[src/rtl/cpu_pkg.sv]
// Shared CPU definitions used by the memory-port arbiter and its lane aligner.
// Access-size encodings and arbiter state encoding live here.
package cpu_pkg;

    localparam logic [1:0] MODE_WORD = 2'b00;
    localparam logic [1:0] MODE_HALF = 2'b01;
    localparam logic [1:0] MODE_BYTE = 2'b10;

    typedef enum logic [1:0] {
        ST_IDLE     = 2'd0,
        ST_BUSY_IF  = 2'd1,
        ST_BUSY_MEM = 2'd2
    } arb_state_t;

endpackage

[src/rtl/mem_lane_align.sv]
// Combinational byte-lane logic: store-side byte enables and lane replication,
// load-side lane extraction with zero extension. Mode 2'b11 behaves as word.
module mem_lane_align
    import cpu_pkg::*;
(
    input  logic [1:0]  mode,
    input  logic [1:0]  addr_lo,
    input  logic [31:0] wdata,
    input  logic [31:0] rword,
    output logic [3:0]  be,
    output logic [31:0] wdata_rep,
    output logic [31:0] rdata
);

    // NOTE: every output gets a default before the case so no latch can be inferred.
    always_comb begin
        be        = 4'hF;
        wdata_rep = wdata;
        rdata     = rword;
        case (mode)
            MODE_BYTE: begin
                be        = 4'b0001 << addr_lo;
                wdata_rep = {4{wdata[7:0]}};
                rdata     = {24'h0, rword[{addr_lo, 3'b000} +: 8]};
            end
            MODE_HALF: begin
                be        = addr_lo[1] ? 4'hC : 4'h3;
                wdata_rep = {2{wdata[15:0]}};
                rdata     = addr_lo[1] ? {16'h0, rword[31:16]} : {16'h0, rword[15:0]};
            end
            default: begin
                be        = 4'hF;
                wdata_rep = wdata;
                rdata     = rword;
            end
        endcase
    end

endmodule

[src/rtl/mem_port_arbiter.sv]
// Arbitrates the single memory port between IF fetch and MEM load/store,
// issuing one fixed-latency access at a time and driving the pipeline stall.
module mem_port_arbiter
    import cpu_pkg::*;
#(
    parameter int unsigned MEM_LAT = 2
)
(
    input  logic        CLK,
    input  logic        RSTn,
    input  logic        ifReq,
    input  logic [31:0] ifAddr,
    output logic [31:0] ifRdata,
    output logic        ifDone,
    input  logic        memReq,
    input  logic        memWe,
    input  logic [31:0] memAddr,
    input  logic [31:0] memWdata,
    input  logic [1:0]  memMode,
    output logic [31:0] memRdata,
    output logic        memDone,
    output logic        stall,
    output logic        mValid,
    output logic        mWe,
    output logic [31:0] mAddr,
    output logic [3:0]  mBe,
    output logic [31:0] mWdata,
    input  logic [31:0] mRdata
);

    localparam int unsigned   CW       = $clog2(MEM_LAT + 1);
    localparam logic [CW-1:0] LAT_LOAD = CW'(MEM_LAT);

    arb_state_t    state, state_nxt;
    logic [CW-1:0] cnt;
    logic          if_served, mem_served;
    logic [31:0]   if_hold, mem_hold;
    logic          if_pend, mem_pend;
    logic          issue_if, issue_mem;
    logic          last_beat;
    logic [3:0]    lane_be;
    logic [31:0]   lane_wdata, lane_rdata;

    mem_lane_align u_align (
        .mode      (memMode),
        .addr_lo   (memAddr[1:0]),
        .wdata     (memWdata),
        .rword     (mRdata),
        .be        (lane_be),
        .wdata_rep (lane_wdata),
        .rdata     (lane_rdata)
    );

    assign if_pend   = ifReq & ~if_served;
    assign mem_pend  = memReq & ~mem_served;
    assign last_beat = (cnt == CW'(1));

    // A low RSTn masks every strobe in the same cycle, so an access caught by
    // reset in its final beat never reports completion.
    always_comb begin
        state_nxt = state;
        issue_if  = 1'b0;
        issue_mem = 1'b0;
        ifDone    = 1'b0;
        memDone   = 1'b0;
        case (state)
            ST_IDLE: begin
                if (RSTn && mem_pend) begin
                    issue_mem = 1'b1;
                    state_nxt = ST_BUSY_MEM;
                end else if (RSTn && if_pend) begin
                    issue_if  = 1'b1;
                    state_nxt = ST_BUSY_IF;
                end
            end
            ST_BUSY_IF: begin
                if (last_beat) begin
                    ifDone    = RSTn;
                    state_nxt = ST_IDLE;
                end
            end
            ST_BUSY_MEM: begin
                if (last_beat) begin
                    memDone   = RSTn;
                    state_nxt = ST_IDLE;
                end
            end
            default: state_nxt = ST_IDLE;
        endcase
    end

    always_comb begin
        mValid = issue_if | issue_mem;
        mWe    = issue_mem & memWe;
        mAddr  = 32'h0;
        mBe    = 4'h0;
        mWdata = 32'h0;
        if (issue_mem) begin
            mAddr  = memAddr & ~32'h3;
            mBe    = memWe ? lane_be : 4'hF;
            mWdata = memWe ? lane_wdata : 32'h0;
        end else if (issue_if) begin
            mAddr  = ifAddr & ~32'h3;
            mBe    = 4'hF;
        end
    end

    assign ifRdata  = !RSTn ? 32'h0 : (ifDone  ? mRdata     : if_hold);
    assign memRdata = !RSTn ? 32'h0 : (memDone ? lane_rdata : mem_hold);
    assign stall    = RSTn & ((ifReq  & ~ifDone  & ~if_served) |
                              (memReq & ~memDone & ~mem_served));

    // NOTE: sequential state uses non-blocking assignments and a synchronous
    // reset sampled on the clock edge; hold registers are reset so outputs read 0.
    always_ff @(posedge CLK) begin
        if (!RSTn) begin
            state      <= ST_IDLE;
            cnt        <= '0;
            if_served  <= 1'b0;
            mem_served <= 1'b0;
            if_hold    <= 32'h0;
            mem_hold   <= 32'h0;
        end else begin
            state <= state_nxt;
            if (issue_if || issue_mem) begin
                cnt <= LAT_LOAD;
            end else if (cnt != '0) begin
                cnt <= cnt - CW'(1);
            end
            if (ifDone) begin
                if_hold <= mRdata;
            end
            if (memDone) begin
                mem_hold <= lane_rdata;
            end
            // Pipeline advance retires both requesters; otherwise remember who finished.
            if (!stall) begin
                if_served  <= 1'b0;
                mem_served <= 1'b0;
            end else begin
                if (ifDone) begin
                    if_served <= 1'b1;
                end
                if (memDone) begin
                    mem_served <= 1'b1;
                end
            end
        end
    end

endmodule

[config.mk]
export PLATFORM = sky130hd
export DESIGN_NAME = mem_port_arbiter
export DESIGN_NICKNAME = d
export VERILOG_FILES = /design/src/rtl/cpu_pkg.sv /design/src/rtl/mem_lane_align.sv /design/src/rtl/mem_port_arbiter.sv
export SDC_FILE = /design/constraint.sdc
export NUM_CORES = 1
export LEC_CHECK = 0
export CAP_MARGIN = 20
export CORE_MARGIN = 3
export CORE_UTILIZATION = 36
export CTS_BUF_LIST = sky130_fd_sc_hd__clkbuf_4 sky130_fd_sc_hd__clkbuf_8 sky130_fd_sc_hd__clkbuf_16
export CTS_CLUSTER_SIZE = 30
export DETAILED_ROUTE_END_ITERATION = 16
export GPL_ROUTABILITY_DRIVEN = 0
export GPL_TIMING_DRIVEN = 1
export PLACE_DENSITY = 0.82
export SYNTH_ARGS = -nofsm -noshare
export SYNTH_HDL_FRONTEND = slang
export SYNTH_SLANG_ARGS = --single-unit
[constraint.sdc]
create_clock -name CLK -period 4.5 [get_ports CLK]
set_clock_uncertainty 0.15 [all_clocks]
set_input_delay 1.35 -clock CLK [delete_from_list [all_inputs] [get_ports CLK]]
set_output_delay 1.35 -clock CLK [all_outputs]
set_load 0.03 [all_outputs]
==> results of run 1 <==
## state kept, by name, indices dropped and copies added, names as in the netlist
register	flops
if_hold	32
mem_hold	32
cnt	2
state	2
if_served	1
mem_served	1
## routing by layer
| layer | vias to the layer above | part of all wire, % | wire length [um] |
|---|---|---|---|
| met5 | - | 0 | 0 |
| met1 | 2221 | 35 | 5780 |
| li1 | 2345 | - | - |
| met4 | 0 | 3.7 | 612 |
| met2 | 245 | 52 | 8620 |
| met3 | 51 | 9.4 | 1560 |
## final timing paths
kind | from | to | slack, ns
worst min register to register | cnt[0] | cnt[0] | 0.33
worst max-delay path | memAddr[1] | memRdata[7] | 0.09
worst min-delay path | cnt[0] | cnt[0] | 0.33
worst max register to register | state[0] | mem_hold[6] | 2.54
## synthesized netlist by cell type (7+ instances only)
| library cell | count |
|---|---|
| a22o_1 | 38 |
| buf_1 | 7 |
| nand3_1 | 24 |
| buf_2 | 19 |
| mux2_2 | 8 |
| a221oi_1 | 8 |
| nand2_1 | 90 |
| clkbuf_1 | 19 |
| a21oi_1 | 27 |
| o211ai_1 | 8 |
| o21ai_0 | 35 |
| dfxtp_1 | 70 |
| nor2_1 | 46 |
| a221o_1 | 8 |
| a22oi_1 | 24 |
| and3_1 | 9 |
| a21boi_0 | 17 |
## power groups by stage
stage / Clock [mW] / Sequential [mW] / Combinational [mW]
floorplan: 0 / 0.651 / 0.299
global placement: 0 / 0.652 / 0.598
detailed placement: 0 / 0.653 / 0.609
CTS: 0.473 / 0.639 / 0.617
global route: 0.498 / 0.640 / 0.660
finish: 0.460 / 0.639 / 0.620
## placed cells by master (no fill, tap or decap), types with 3 or more instances in the layout
master | netlist | routed
a21boi_0 | 17 | 16
a21oi_1 | 27 | 27
a221o_1 | 8 | 8
a221oi_1 | 8 | 8
a22o_1 | 38 | 38
a22oi_1 | 24 | 24
and3_1 | 9 | 8
buf_12 | 0 | 15
buf_4 | 6 | 160
clkbuf_4 | 0 | 3
clkbuf_8 | 0 | 11
clkdlybuf4s50_1 | 0 | 127
dfxtp_1 | 70 | 70
diode_2 | 0 | 7
dlygate4sd2_1 | 0 | 3
ha_1 | 6 | 3
inv_1 | 6 | 5
mux2_2 | 8 | 8
nand2_1 | 90 | 90
nand3_1 | 24 | 24
nor2_1 | 46 | 45
nor2b_1 | 6 | 4
nor2b_4 | 1 | 3
nor3_1 | 4 | 3
o211ai_1 | 8 | 8
o21ai_0 | 35 | 33
## metrics by stage
stage | TNS, ns | util [%] | cell area (um2) | setup WS, ns | instances
after floorplan | 0 | - | 3910 | 0.00890 | 508
after global placement | -8.36 | 63.9 | 6660 | -0.424 | 900
after detailed placement | -9.69 | 63.9 | 6660 | -0.467 | 900
after CTS | 0 | 66.2 | 6890 | 0.0440 | 915
after global routing | 0 | 66.4 | 6920 | 0.00298 | 921
final | 0 | 66.4 | 6920 | 0.0917 | 922
## repair_timing
action                                 4_1_cts  5_1_grt
setup endpoints to repair                   49       10
endpoints found under the hold margin        0        0
gates cloned                                 0        0
gates resized for setup                     19        3
pin swaps                                    2        1
## critical path: stages
cell,delay [ns]
dlygate4sd2_1,0.38
buf_4,0.20
mux2_2,0.33
nand3_1,0.08
a21oi_1,0.08
a221o_1,0.31
buf_4,0.18
## final cells by class
class,count,area [um2],area share [%]
sequential,70,1400,20.3
multi-input combinational,379,2290,33.2
inverter,7,28.8,0.416
clock inverter,1,5.00,0.0723
tap,136,170,2.46
timing repair buffer,308,2830,40.9
clock buffer,14,174,2.51
antenna,7,17.5,0.253
## kinds of logic (layout without fill, tap and decap cells)
family	after synthesis	in the layout	synth area share (%)
other cells	1	9	0.0960
simple gates	191	191	21.6
fa+ha+maj	6	6	1.92
buf+inv	59	330	7.11
flops	70	70	35.9
compound gates	172	172	31.1
mux	8	8	2.31
==> metrics.md, run 1 <==
| Metric | Value |
|---|---|
| Outcome | `complete, no violations` |
| Filler Cell Count | `852` |
| FMAX | `between 0.2 and 0.25 GHz` |
| Pre-antenna DRT Iters | `7` |
| Sequential fraction of the synthesis area | `a little over a third` |
| Met2 usage | `46.8%` |
| # nets final | `916` |
| Clk_lat worst skew | `approximately 0.35 ns` |
| # clock sinks | `70` |
| Reg clk slew, reported paths | `0.07 ns` |
| Power per Cell Area | `248 mW/mm2` |
| IO buf count | `267` |
| EDFF count, synth | `0` |
| Synth warn | `0` |
| Htree depth | `3` |
| DR vias | `a little under 5000` |
| #FFs+latches synth | `70` |
| Cells after synthesis | `507` |
| Reg power frac | `37.2%` |
| Fin Hold WS | `roughly 0.33 ns` |
| Initial antenna violation count | `6` |
| CP Data Arrival Time | `2.91 ns` |
| DRT Wirelength | `16600 um` |
| Layout cell share with drive strength beyond 1 | `28.2%` |
| Remaining global-route overflow | `0` |
| CP Class | `in -> out` |
| Max VDD drop | `0.000209 V` |
| Setup violators final | `0` |
| Layout area overhead | `77.1%` |
| IO Count | `~270` |
| Max Slew Vio Count | `0` |
| Hold path depth | `1` |
| CTS tree | `done` |
| GRT Overall Usage | `approximately a quarter` |
| Worst Reg-to-Reg Cells | `7` |
| Most used routing layer | `met2` |
| Tightest Hold Check Type | `reg -> reg` |
| Final period demand of the worst path | `4.41 ns` |
| Starting DRT DRC Count | `around 440` |
| HPWL after detailed placement | `13400 um` |
| Largest net degree at the start of global routing | `53` |
| Residual DRC | `0` |
| Syn avg cell area | `7.70 um2` |
| Switching Share | `a little under a third` |
| Combinational share of power | `approximately 36%` |
| Critical Path Start Type | `primary input` |
| Distinct cell type count after synthesis | `39` |
| Clk network pwr share | `~27%` |
| Die Area | `0.0121 mm2` |
| Crit-path max FO | `7` |
| DIE WIDTH | `110 um` |
| Leak | `2.93 nW` |
| RSZ-0062 raised after global routing | `false` |
| Top post-synthesis cells by area | `dfxtp_1 (36%), nand2_1 (8.6%), a22o_1 (8.5%)` |
| Period utilization | `98.0%` |
| Pwr Total | `~1.7 mW` |
| Antenna Nets Post-Route | `0` |
| Worst Setup End Kind | `primary output` |
| Detailed-route vias per instance | `5.27` |
| Max cap viols | `0` |
| Initial Util | `between 30 and 40%` |
| FFs w/ async S/R, synth | `0%` |
| Synth Flop Type | `dfxtp_1` |
| Area leader, netlist | `dfxtp_1` |
| Required @ worst endpoint | `3.00 ns` |
| Num CTS Buffers | `9` |
| DIE HEIGHT | `110 um` |
| Clock tree buffer depth | `2` |
| # hold bufs at CTS | `0` |
| Met1 Resource Use GR | `27.5%` |
| Setup repair bufs after CTS | `0` |
| Post-Syn Area | `0.00391 mm2` |
| Routed len/inst | `18.0 um` |
| Share of the synthesized area in the top cell type | `a little over a third` |
| P_int | `1.18 mW` |
| Vias in the first global route | `4752` |
| Psw | `0.542 mW` |
| Total core area | `0.0104 mm2` |
| Hold Vio Cnt, Final | `0` |
| Clock root buffer | `clkbuf_8` |
| First-pass GRT wire length | `24800 um` |
| Grt met3 use | `7.98%` |
| Core Rows | `37` |
(Power assumes the default switching activity.)
==> run 2: changes to the inputs <==
Settings changed: CORE_MARGIN 3 to 8.
==> metrics.md, run 2 (synthesis results as in run 1) <==
| Metric | Value |
|---|---|
| Initial antenna violation count | `4 (was 6)` |
| Worst-case hold path end point | `mem_hold[24] (was cnt[0])` |
| Pwr Total | `1.75 mW (was 1.72 mW)` |
| CP Class | `in -> out (unchanged)` |
| Layout cell share with drive strength beyond 1 | `28.9% (was 28.2%)` |
| TNS Setup | `0 ns (unchanged)` |
| CP max-delay cell | `ha_4 (was dlygate4sd2_1)` |
| Post-route cell area | `0.00718 mm2 (was 0.00692 mm2)` |
| # nets final | `921 (was 916)` |
| Top cell by count, worst path | `buf_4 (unchanged)` |
| Psw | `0.567 mW (was 0.542 mW)` |
| Routed len/inst | `19.7 um (was 18.0 um)` |
| Setup violators final | `0 (unchanged)` |
| Clk_lat worst skew | `0.35 ns (about the same)` |
| Cell count after placement | `907 (was 900)` |
| Power per Cell Area | `244 mW/mm2 (was 248 mW/mm2)` |
| Outcome | `complete, no violations (unchanged)` |
| DR vias | `4887 (was 4862)` |
| Reg clk slew, reported paths | `0.07 ns (about the same)` |
| Clk network pwr share | `25.9% (was 26.8%)` |
| Leak | `3.01 nW (was 2.93 nW)` |
| Clock root buffer | `clkbuf_8 (unchanged)` |
| Hold path depth | `2 (was 1)` |
| Final period demand of the worst path | `4.40 ns (was 4.41 ns)` |
| Hold wc startpoint | `mem_hold[24] (was cnt[0])` |
| Required @ worst endpoint | `3.00 ns (about the same)` |
| Max cap viols | `0 (unchanged)` |
| GRT Overall Usage | `24.1% (was 26.3%)` |
| Detailed-route vias per instance | `5.26 (was 5.27)` |
| Switching Share | `32.4% (was 31.5%)` |
| Dpl cell area | `0.00685 mm2 (was 0.00666 mm2)` |
| Worst R2R Start | `state[0] (unchanged)` |
| HPWL after detailed placement | `15000 um (was 13400 um)` |
| First-pass GRT wire length | `27500 um (was 24800 um)` |
| Fin cells | `929 (was 922)` |
| DIE HEIGHT | `120 um (was 110 um)` |
| Max Slew Vio Count | `0 (unchanged)` |
| Remaining global-route overflow | `0 (unchanged)` |
| Combinational share of power | `37.6% (was 36.0%)` |
| DRT Wirelength | `18300 um (was 16600 um)` |
| RR Endpoint | `mem_hold[6] (unchanged)` |
| Layout area overhead | `83.8% (was 77.1%)` |
| Period utilization | `97.7% (was 98.0%)` |
| Antenna Nets Post-Route | `0 (unchanged)` |
| Residual DRC | `0 (unchanged)` |
| Htree depth | `3 (unchanged)` |
| Reg power frac | `36.5% (was 37.2%)` |
| Worst Reg-to-Reg Cells | `7 (unchanged)` |
| FMAX | `0.227 GHz (about the same)` |
| Max VDD drop | `0.000267 V (was 0.000209 V)` |
| CP Data Arrival Time | `2.90 ns (was 2.91 ns)` |
| Final core occ | `67.1% (was 66.4%)` |
| Fin Hold WS | `0.306 ns (was 0.327 ns)` |
| Commonest non-fill, non-tap cell in the layout | `buf_4 (unchanged)` |
| Total core area | `0.0107 mm2 (was 0.0104 mm2)` |
| Crit-path max FO | `16 (was 7)` |
| Worst Setup End Kind | `primary output (unchanged)` |
| Post-place setup slack | `-0.484 ns (was -0.467 ns)` |
| Starting DRT DRC Count | `455 (was 438)` |
| Clock tree buffer depth | `2 (unchanged)` |
| Hold Vio Cnt, Final | `0 (unchanged)` |
| Num CTS Buffers | `9 (unchanged)` |
| Critical Path Start Type | `primary input (unchanged)` |
| IO Count | `272 (unchanged)` |
| Most frequent cells in the layout | `buf_4 (143), clkdlybuf4s50_1 (128), nand2_1 (90) (was buf_4 (160), clkdlybuf4s50_1 (127), nand2_1 (90))` |
| IO buf count | `267 (unchanged)` |
| Die Area | `0.0144 mm2 (was 0.0121 mm2)` |
| Tightest Hold Check Type | `reg -> reg (unchanged)` |
| R2r setup slk | `2.65 ns (was 2.54 ns)` |
| Critical path cell sequence | `dlygate4sd2_1, inv_2, ha_4, buf_12, buf_4, nand3_1, a21boi_0, buf_4 (was dlygate4sd2_1, buf_4, mux2_2, nand3_1, a21oi_1, a221o_1, buf_4)` |
| Initial Util | `36.5% (was 37.5%)` |
| P_int | `1.18 mW (about the same)` |
| Final worst slack | `0.102 ns (was 0.0917 ns)` |
| CTS tree | `done (unchanged)` |
| # clock sinks | `70 (unchanged)` |
| # hold bufs at CTS | `0 (unchanged)` |
| Largest net degree at the start of global routing | `37 (was 53)` |
| Vias in the first global route | `4960 (was 4752)` |
| RSZ-0062 raised after global routing | `false (unchanged)` |
| DIE WIDTH | `120 um (was 110 um)` |
| Largest registers | `if_hold (32), mem_hold (32) (unchanged)` |
| Core Rows | `38 (was 37)` |
| Pre-antenna DRT Iters | `5 (was 7)` |
| Slowest stage delay, CP | `0.31 ns (was 0.38 ns)` |
==> run 2: cell count changes in the layout (fill, tap and decap cells not counted), moves of 3 or more <==
cell     previous run  this run
buf_4             160       143
buf_12             15        29
buf_6               1         7
diode_2             7         4
==> run 2: layer usage <==
metal  vias up  track usage [%]  wire length [um]  part of all wire (%)
met5         -                0                 0                     0
met2       223             43.9              9460                    52
met3        45             6.34              1470                   8.0
met1      2254             25.4              6650                    36
li1       2365                -                 -                     -
met4         0             11.2               688                   3.8
==> run 2: how the worst max path moves through the flow <==
| stage | startpoint | to | slack (ns) | cells past startpoint |
|---|---|---|---|---|
| 6_report | memMode[0] | memRdata[26] | 0.10 | 8 |
| 2_1_floorplan | memMode[0] | memRdata[17] | 0.009 | 7 |
| 5_1_grt | memMode[0] | memRdata[26] | 0.003 | 8 |
| 4_1_cts | memReq | mWdata[10] | 0.05 | 6 |
| 3_5_place_dp | memMode[0] | memRdata[14] | -0.48 | 9 |
| 3_3_place_gp | memMode[0] | memRdata[7] | -0.40 | 7 |
==> run 2: what timing repair did <==
item | in CTS | in global routing
pin swaps | 8 | 1
buffers inserted | 1 | 0
resized for setup | 29 | 4
endpoints found under the setup margin | 58 | 21
gates cloned | 2 | 0
endpoints found under the hold margin | 0 | 0
==> run 2: area by class of cell <==
type                    count  area, um2
repair buffers            312       3080
clock inverters             4       22.5
flip-flops and latches     70       1400
multi-input cells         380       2310
clock buffers              12        153
well taps                 140        175
inverters                   7       28.8
fillers                   898       3520
diodes                      4       10.0
==> run 2: critical path: cells and delay by family <==
family,cells,cell delay (ns)
and+or+nand+nor,1,0.09
AOI/OAI and AO/OA,1,0.27
buffers and inverters,5,0.86
adders and majority gates,1,0.31
==> run 2: power by group through the flow <==
stage	Sequential, mW	Clock [mW]	Combinational, mW
floorplan	0.651	0	0.299
global placement	0.652	0	0.626
detailed placement	0.652	0	0.636
CTS	0.638	0.463	0.658
global route	0.639	0.490	0.699
finish	0.638	0.454	0.659
==> variant (config.mk and constraints of run 2) <==
Register the input `memMode` before use, with the module's reset. The logic sees it one clock later. The other inputs are not delayed to match.
--- a/src/rtl/mem_port_arbiter.sv
+++ b/src/rtl/mem_port_arbiter.sv
@@ -31,6 +31,16 @@
     localparam int unsigned   CW       = $clog2(MEM_LAT + 1);
     localparam logic [CW-1:0] LAT_LOAD = CW'(MEM_LAT);
 
+    logic [1:0] memMode_q;
+
+    always_ff @(posedge CLK) begin
+        if (!RSTn) begin
+            memMode_q <= '0;
+        end else begin
+            memMode_q <= memMode;
+        end
+    end
+
     arb_state_t    state, state_nxt;
     logic [CW-1:0] cnt;
     logic          if_served, mem_served;
@@ -42,7 +52,7 @@
     logic [31:0]   lane_wdata, lane_rdata;
 
     mem_lane_align u_align (
-        .mode      (memMode),
+        .mode      (memMode_q),
         .addr_lo   (memAddr[1:0]),
         .wdata     (memWdata),
         .rword     (mRdata),
Formal check against the unedited RTL: not equivalent (Yosys sat finds a counterexample within 4 cycles, from zero or initial values and one cycle with RSTn low).
==> variant against run 2 <==
Clock power grew 16%. Sequential cell count grew 2. Area after synthesis grew 1.6%. Power grew 3.3%. Cell area shrank 2.4%. Routed wire length shrank 1.5%. Setup slack lost 0.058 ns.
==> variant: results (changes against run 2) <==
metric	value	unit	change
DR vias/cell	5.41		was 5.26
Netlist cell types	39		unchanged
Routed wire per std cell	19.8	µm	was 19.7 µm
DRT Pass-1 Iters	5		unchanged
P&R area growth vs syn	76.6	%	was 83.8%
placed cell count	895		was 907
clock buffer depth	2		unchanged
DP Worst Slack	-0.0522	ns	was -0.484 ns
Min-Delay Startpoint	cnt[0]$_SDFFE_PP0P_		was mem_hold[24]$_DFF_P_
fillers	854		was 898
critical path's slowest cell	clkdlybuf4s50_1		was ha_4
Total Routing Usage GR	23.0	%	was 24.1%
clk_lat worst skew	0.35	ns	about the same
Crit path largest cell delay	0.46	ns	was 0.31 ns
clk root buf	clkbuf_8		unchanged
DPL Wire Length	14600	µm	was 15000 µm
Iteration-0 DRC Markers	516		was 455
Required @ worst endpoint	3.00	ns	about the same
Post-synth top cells	nand2_1, dfxtp_1, nor2_1		unchanged
Post-synth ARST share	0	%	unchanged
Post-synth top flop	dfxtp_1		unchanged
largest net degree at the start of global routing	49		was 37
share of cells above drive strength 1	26.0	%	was 28.9%
number of global-route vias before repair	4851		was 4960
Pleak	2.90	nW	was 3.01 nW
Ys Warns	0		unchanged
status	finished, final reports clean		unchanged
initial antenna violation count	1		was 4
Peak VDD IR	0.243	mV	was 0.267 mV
Worst Setup Start Kind	input port		unchanged
Hold WC Path Type	reg2reg		unchanged
measured slew at the worst slew-check pin	0.585	ns	
synth top area cells	dfxtp_1, nand2_1, a22o_1, a22oi_1, o21ai_0		unchanged
Seq/Total Area, Yosys	36.3	%	was 35.9%
worst reg2reg path startpoint	memMode_q[0]$_SDFF_PN0_		was state[0]$_SDFFE_PN0P_
final non-filler cell total	911		was 929
Area after DPL	6800	µm²	was 6850 µm²
Reg clk slew, reported paths	0.07	ns	about the same
syn avg cell area	7.77	µm²	was 7.70 µm²
CP startpoint	memAddr[0]		was memMode[0]
Hold Fails Final Rpt	0		unchanged
global-route wire length before repair	26800	µm	was 27500 µm
H-tree depth	3		unchanged
top flop regs	if_hold x32, mem_hold x32		unchanged
total CTS buffers	9		unchanged
Max FO, Critical Path	8		was 16
PortBufs	267		unchanged
variant: power breakdown:
| part | total (W) | switching, W | internal (W) |
|---|---|---|---|
| Clock | 0.000525 | 0.000240 | 0.000285 |
| Combinational | 0.000625 | 0.000321 | 0.000304 |
| Sequential | 0.000658 | 0.00000797 | 0.000650 |
variant: what timing repair did:
action	CTS	global route
resized for setup	2	0
hold endpoints to repair	0	0
endpoints found under the setup margin	14	0
setup buffers	0	0
variant: critical path: cells and delay by family:
| family | cells | cell delay [ns] |
|---|---|---|
| AO/OA/AOI/OAI | 3 | 0.60 |
| buffers and inverters | 3 | 0.80 |
| AND/OR/NAND/NOR | 1 | 0.21 |
variant: area by class of cell:
type / count / area share (%)
clock inverter: 4 / 0.750
inverter: 7 / 0.411
sequential: 72 / 20.6
tap: 140 / 2.50
antenna: 1 / 0.0357
clock buffer: 11 / 2.16
timing repair buffer: 295 / 41.4
multi-input combinational: 381 / 32.2
variant: path summary, 6_finish.rpt:
check                                      endpoint  slack, ns  cells past startpoint
worst max-delay path                    memRdata[2]       0.04                      7
worst min-delay path            cnt[0]$_SDFFE_PP0P_       0.31                      1
worst max register to register  mem_hold[8]$_DFF_P_       2.39                      7
worst min register to register  cnt[0]$_SDFFE_PP0P_       0.31                      1
variant: cell families (layout without fill, tap and decap cells):
family	count (synthesis)	in the layout	share of synthesized area [%]
mux	8	8	2.27
simple gates	193	193	21.7
other cells	1	3	0.0945
flops	72	72	36.3
compound gates	172	172	30.6
fa+ha+maj	6	6	1.89
buf+inv	59	317	7.12
variant: metal layers:
layer / track usage [%] / wire length (µm) / vias up
li1: - / - / 2330
met1: 24.5 / 6360 / 2276
met2: 42.6 / 9310 / 291
met3: 5.91 / 1810 / 35
met4: 8.90 / 517 / 0
met5: 0 / 0 / -
